## src/rtl/time_keeper.sv

```systemverilog
// Countdown timer: loads a clamped BCD HH:MM:SS value, then decrements it once
// per TICK_DIV clocks and raises alarm when it reaches 00:00:00.
module time_keeper #(
    parameter int unsigned TICK_DIV = 50000000
) (
    input  logic        clk,
    input  logic        resetN,
    input  logic [3:0]  state,
    input  logic [23:0] controlledToggleSwitchBits,
    output logic [23:0] timeBCD,
    output logic        running,
    output logic        alarm,
    output logic [1:0]  timerState
);

    localparam int unsigned PW = (TICK_DIV > 2) ? $clog2(TICK_DIV) : 1;
    localparam logic [PW-1:0] LAST_COUNT = PW'(TICK_DIV - 1);

    typedef enum logic [1:0] {
        IDLE    = 2'd0,
        LOADED  = 2'd1,
        RUNNING = 2'd2,
        EXPIRED = 2'd3
    } fsmState_t;

    typedef enum logic [3:0] {
        CMD_RESET = 4'd0,
        CMD_SET   = 4'd1,
        CMD_LOAD  = 4'd2,
        CMD_START = 4'd3,
        CMD_IDLE  = 4'd4
    } command_t;

    fsmState_t     timerFsm;
    logic [PW-1:0] prescaler;
    logic [23:0]   clampedTime;
    logic [23:0]   decrementedTime;

    function automatic logic [23:0] clampTime(input logic [23:0] t);
        logic [3:0] hTens, hUnits, mTens, mUnits, sTens, sUnits;
        hTens  = (t[23:20] > 4'd1) ? 4'd1 : t[23:20];
        hUnits = (t[19:16] > 4'd9) ? 4'd9 : t[19:16];
        mTens  = (t[15:12] > 4'd5) ? 4'd5 : t[15:12];
        mUnits = (t[11:8]  > 4'd9) ? 4'd9 : t[11:8];
        sTens  = (t[7:4]   > 4'd5) ? 4'd5 : t[7:4];
        sUnits = (t[3:0]   > 4'd9) ? 4'd9 : t[3:0];
        // Hours 13..19 saturate to 12; minutes and seconds are kept as clamped.
        if (hTens == 4'd1 && hUnits > 4'd2) begin
            hUnits = 4'd2;
        end
        return {hTens, hUnits, mTens, mUnits, sTens, sUnits};
    endfunction

    function automatic logic [23:0] decrementTime(input logic [23:0] t);
        logic [23:0] r;
        r = t;
        if (t[3:0] != 4'd0) begin
            r[3:0] = t[3:0] - 4'd1;
        end else begin
            r[3:0] = 4'd9;
            if (t[7:4] != 4'd0) begin
                r[7:4] = t[7:4] - 4'd1;
            end else begin
                r[7:4] = 4'd5;
                if (t[11:8] != 4'd0) begin
                    r[11:8] = t[11:8] - 4'd1;
                end else begin
                    r[11:8] = 4'd9;
                    if (t[15:12] != 4'd0) begin
                        r[15:12] = t[15:12] - 4'd1;
                    end else begin
                        r[15:12] = 4'd5;
                        if (t[19:16] != 4'd0) begin
                            r[19:16] = t[19:16] - 4'd1;
                        end else begin
                            r[19:16] = 4'd9;
                            r[23:20] = t[23:20] - 4'd1;
                        end
                    end
                end
            end
        end
        return r;
    endfunction

    always_comb begin
        clampedTime     = clampTime(controlledToggleSwitchBits);
        decrementedTime = decrementTime(timeBCD);
    end

    assign timerState = timerFsm;

    always_ff @(posedge clk) begin
        if (!resetN || state == CMD_RESET) begin
            timerFsm  <= IDLE;
            timeBCD   <= '0;
            prescaler <= '0;
            running   <= 1'b0;
            alarm     <= 1'b0;
        end else begin
            case (timerFsm)
                IDLE, LOADED: begin
                    prescaler <= '0;
                    if (state == CMD_SET) begin
                        timeBCD  <= clampedTime;
                        timerFsm <= LOADED;
                    end else if (timerFsm == LOADED && state == CMD_START && timeBCD != '0) begin
                        timerFsm <= RUNNING;
                        running  <= 1'b1;
                    end
                end
                RUNNING: begin
                    // Commands other than reset are ignored once the countdown is latched.
                    if (prescaler == LAST_COUNT) begin
                        prescaler <= '0;
                        timeBCD   <= decrementedTime;
                        if (decrementedTime == '0) begin
                            timerFsm <= EXPIRED;
                            running  <= 1'b0;
                            alarm    <= 1'b1;
                        end
                    end else begin
                        prescaler <= prescaler + 1'b1;
                    end
                end
                EXPIRED: begin
                    timeBCD   <= '0;
                    prescaler <= '0;
                    running   <= 1'b0;
                    alarm     <= 1'b1;
                end
            endcase
        end
    end

endmodule
```

## config.mk

```make
export PLATFORM = sky130hd
export DESIGN_NAME = time_keeper
export DESIGN_NICKNAME = d
export VERILOG_FILES = /design/src/rtl/time_keeper.sv
export SDC_FILE = /design/constraint.sdc
export NUM_CORES = 1
export LEC_CHECK = 0
export CORE_MARGIN = 8
export CORE_UTILIZATION = 50
export CTS_BUF_LIST = sky130_fd_sc_hd__clkbuf_8 sky130_fd_sc_hd__clkbuf_16
export DETAILED_ROUTE_END_ITERATION = 10
export PLACE_DENSITY = 0.87
export SYNTH_ARGS = -nofsm -noshare
export SYNTH_HDL_FRONTEND = slang
export SYNTH_SLANG_ARGS = --single-unit
export TNS_END_PERCENT = 20
```

## constraint.sdc

```tcl
create_clock -name clk -period 6.1 [get_ports clk]
set_input_delay 0.915 -clock clk [delete_from_list [all_inputs] [get_ports clk]]
set_output_delay 0.915 -clock clk [all_outputs]
set_load 0.02 [all_outputs]
```

* Yosys cells after proc, flatten, opt, wreduce, memory -nomap -nowiden
Index checks and enable logic that the tools add are counted.
Storage, ports and cells: bits in registers 54, latch bits 0, memory bits (writable) 0, ROM bits 0, bits of input ports 30, output and inout bits 28, memories 0
Operators by class: $add $sub $neg 7, multiply operators 0, div/mod/pow operators 0, magnitude comparators 7, eq/ne operators 13, shift operators 0, muxes and demuxes 35, bitwise operators 0, reduce and logical (&&, ||, !) cells 22
Operators by type and width (number):
- 24-bit one-hot mux with 3 select lines | 1
- 4-bit 2-to-1 mux | 13
- 26-bit one-hot mux with 2 select lines | 1
- 24-bit 2-to-1 mux | 2
- 26-bit by 1-bit adder with 26-bit output, second input constant | 1
- 26-bit equality test, second input constant | 1
- 26-bit 2-to-1 mux | 1
- 24-bit zero test | 1
- 24-bit nonzero test | 1
- 4-bit by 1-bit subtractor with 4-bit output, second input constant | 6
- 20-bit 2-to-1 mux | 1
- 4-bit nonzero test | 5
- 16-bit 2-to-1 mux | 1
- 4-bit greater-than comparator, second input constant | 3
- 12-bit 2-to-1 mux | 1
- 2-bit inequality test, second input constant | 5
- 4-bit by 1-bit equality test with 1-bit output, second input constant | 2
- 4-bit by 3-bit greater-than comparator with 1-bit output, second input constant | 2
- 2-bit 2-to-1 mux | 4
- 8-bit 2-to-1 mux | 1
- 4-bit AND reduction | 2
- 1-bit 2-to-1 mux | 6
- 2-bit equality test, second input constant | 2
- 4-bit by 2-bit equality test with 1-bit output, second input constant | 1
- 17 further kinds | 20

* Logic depth before layout (Yosys ltp)
word-level depth 10, gate-level depth with buffers 8

* Worst setup path before layout
OpenSTA, ideal clock, no wires.
path kind input port to flip-flop, start input port state[1], end register prescaler[18], data arrival time 2.189 ns, data required time 5.972 ns, slack 3.783 ns, stages 6, buffers on the path 2, cell sequence or3_1 o21a_1 clkbuf_1 nand3_1 clkbuf_1 nor2_1
On the way: longest elaborated chain between the ends 2
RTL lines:
- from (decl) | RTL line 8 | input logic [3:0] state,
- 4-bit zero test | RTL line 94 | if (!resetN || state == CMD_RESET) begin
- 1-bit logical OR | RTL line 94
- to (signal assigned) | RTL line 123 | prescaler <= prescaler + 1'b1;
- to (decl) | RTL line 35 | logic [PW-1:0] prescaler;
Every way passes these cells. A chain may end at the register's enable or synchronous reset.

* Final worst setup path
start register timerFsm[1] (netlist: timerState[1]), end register prescaler[15]
On the way: longest elaborated chain between the ends 3, elaborated cells between the ends (all ways) 6
RTL lines:
- from (decl) | RTL line 34 | fsmState_t timerFsm;
- from (signal assigned) | RTL line 95 | timerFsm <= IDLE;
- from (signal assigned) | RTL line 106 | timerFsm <= LOADED;
- from (signal assigned) | RTL line 108 | timerFsm <= RUNNING;
- 2-bit by 1-bit equality test with 1-bit output (tied with other cells) | RTL line 101 | case (timerFsm)
- 3-bit OR reduction (no source line)
- 26-bit one-hot mux with 2 select lines (*) | RTL line 101
Every way passes the cells marked *; elsewhere a longest branch is shown, timed or not.

==> results.py <==
metrics = {
    "yosys": {
        "syn-instance-count": 391,
        "syn_avg_cell_area_um2": 7.83,
        "yosysUniqueCellTypes": 59,
        "ys_async_sr_fraction": 0,
        "synth-edff-count": 0,
        "yosysTopAreaCellShare": 0.353,
        "synth_area_leaders": "dfxtp_1 (35%), nor2_1 (9.3%), nand2_1 (4.5%), xor2_1 (4.3%), a21oi_1 (4.1%)",
        "yosysWarnings": 0,
        "synth.yosys.seq_area_share": 0.353,
        "yosysMostFrequentCell": "nor2_1",
        "synthTopCellsByCount": "nor2_1 (76), dfxtp_1 (54), nand2_1 (37), a21oi_1 (25), nor3_1 (17)",
        "yosysTopAreaCell": "dfxtp_1",
        "synth_flop_cell": "dfxtp_1",
        "synth_nets": 424,
        "ys_ff_latch": 54,
        "syn_area_um2": 3060,
    },
    "cts": {
        "tritoncts": "yes",
        "post_cts_resized": 0,
        "cts_buffer_depth": 2,
        "htree_levels": 2,
        "clock_sinks": 54,
        "cts.clk_slew.worst_paths_ns": 0.10,
        "cts_inserted_buffers": 5,
        "insertion_delay_ns": 0.31,
        "post-cts-setup-buffers": 0,
        "holdBufCountCts": 0,
        "clockRootBuffer": "clkbuf_8",
    },
    "sta": {
        "worst_pin_slew_ns": 0.972,
        "tns_ns": 0,
        "rsz0062_at_grt": "false",
        "hold_viol": 0,
        "fin_crit_sh": 0.550,
        "fmax_mhz": 298,
        "min_period_ns": 3.36,
        "slew_headroom": 0.352,
        "skew_ns": 0.00487,
        "setup_viol": 0,
        "maxSlewViolCount": 0,
    },
    "worst_hold_path": {
        "min_path_cells": 1,
        "hold_class": "reg2reg",
    },
    "global_route": {
        "overflow": 0,
        "antenna_found_initial": 0,
        "first_global_vias": 3046,
        "track_usage": 0.182,
        "grt_max_degree": 27,
        "grt_pass1_wl_um": 13300,
    },
    "final_layout": {
        "syn_to_final_growth_pct": 23.8,
        "post-route-util": 0.641,
        "drive_gt1_frac": 0.0721,
        "design_area_um2": 3790,
        "fillers": 499,
        "antenna_cells": 0,
        "final_net_count": 476,
    },
    "setup_path": {
        "cp_cell_sequence": "clkinv_1 -> nor2_1 -> buf_4 -> nand3_1 -> nor2_1",
        "crit_top_cell": "nor2_1",
        "worst-path-buf-inv": 2,
        "path_max_fanout": 26,
        "worstPathArrival_ns": 3.59,
        "crit_family": "simple AND/OR/NAND/NOR gates",
        "start_kind": "flip-flop",
        "cp.required_ns": 6.33,
        "r2r_cells": 5,
        "cp-end-kind": "flip-flop",
        "path_depth": 5,
        "slowest_delay_ns": 0.88,
        "path_class": "reg2reg",
        "critPathSlowestCell": "dfxtp_1",
    },
    "route": {
        "routedWlPerCell_um": 15.8,
        "dr.pass1.iters": 5,
        "via_per_inst": 5.86,
        "vias": 3043,
        "postRouteAntennaNets": 0,
        "drc": 0,
        "drt_iter0_drc": 225,
        "drt-total-wl_um": 8200,
    },
    "placement": {
        "hpwlAfterDp_um": 6050,
        "portBuffers": 57,
        "globalplace.congestion": 0.885,
        "dpl_cell_area_um2": 3680,
    },
    "power_and_ir_drop": {
        "power_density_nw_per_um2": 185,
        "peakVddDrop_v": 0.000131,
        "p_leak_uw": 0.00126,
    },
    "floorplanning": {
        "die-area_um2": 8890,
        "start_util": 0.517,
        "die_y_um": 94.3,
        "die_w_um": 94.3,
        "rows": 28,
        "io_pins": 58,
        "core_region_area_um2": 5920,
    },
    "outcome": {
        "status": "complete, no violations",
    },
    "run": {
        "maxCapViolCount": 0,
    },
}
## cells in the final DEF (no fill, tap or decap), drive strengths merged, types with 3 or more instances in the layout
master,instances
nor2,76
clkdlybuf4s50,57
dfxtp,54
nand2,37
a21oi,25
o21ai,25
nor3,23
xor2,15
nand3,15
inv,13
xnor2,11
nand4,9
clkbuf,5
or3,5
and2,4
and3,4
a211oi,4
o32ai,4
and4,4
nor4,4
nand2b,3
a21o,3
o211ai,3
o22ai,3
ha,3
buf,3
a311oi,3
nor3b,3
a2111oi,3
## registers in the layout, summed over array words and instances (netlist names)
| signal | count |
|---|---|
| timeBCD | 24 |
| timerState | 2 |
| alarm | 1 |
| prescaler | 26 |
| running | 1 |
## where the power goes
part / internal (uW) / switching [uW] / leakage (uW)
registers: 356 / 6.33 / 0.000436
clock network: 121 / 124 / 0.0000556
logic: 44.7 / 52.0 / 0.000766
total: 521 / 182 / 0.00126
## per-stage QoR
| step | std cells | power, uW | setup slack (ns) | hold slack (ns) |
|---|---|---|---|---|
| CTS | 519 | 701 | 2.77 | 0.457 |
| global route | 519 | 728 | 2.48 | 0.476 |
| detailed placement | 511 | 465 | 2.78 | 0.438 |
| finish | 519 | 703 | 2.74 | 0.456 |
| floorplan | 391 | 425 | 3.78 | 0.418 |
| global placement | 511 | 463 | 2.86 | 0.431 |
## worst paths after layout
check                                    from            end  slack [ns]
worst max-delay path            timerState[1]  prescaler[15]        2.74
worst min-delay path             prescaler[0]   prescaler[0]        0.46
worst max register to register  timerState[1]  prescaler[15]        2.74
worst min register to register   prescaler[0]   prescaler[0]        0.46
## final cells by class
| class | instances | area, um2 | area share |
|---|---|---|---|
| multi-input cells | 309 | 1870 | 0.492 |
| flip-flops and latches | 54 | 1080 | 0.285 |
| repair buffers | 60 | 593 | 0.156 |
| well taps | 75 | 93.8 | 0.0247 |
| clock buffers | 5 | 68.8 | 0.0181 |
| inverters | 13 | 48.8 | 0.0129 |
| clock inverters | 3 | 41.3 | 0.0109 |
## cells by family after synthesis
kind of cell    after synthesis  synth area share
compound gates               83             0.178
xor+xnor                     26            0.0743
fa+ha+maj                     3            0.0123
buf+inv                      28            0.0380
flops                        54             0.353
mux                           3            0.0106
simple gates                194             0.334
## per-layer routing
layer	share of wire	vias to the layer above	global-route usage
met5	0	-	0
met1	0.40	1443	0.201
met3	0.064	15	0.0344
met2	0.52	99	0.327
li1	-	1486	-
met4	0.017	0	0.0819
## worst reg2reg max path, cell delays in order, from the launching register on
cell and delay [ns]:
dfxtp_1 0.88, clkinv_1 0.54, nor2_1 0.56, buf_4 0.28
nand3_1 0.68, nor2_1 0.33
No activity file was read; power rests on OpenSTA's default activity.
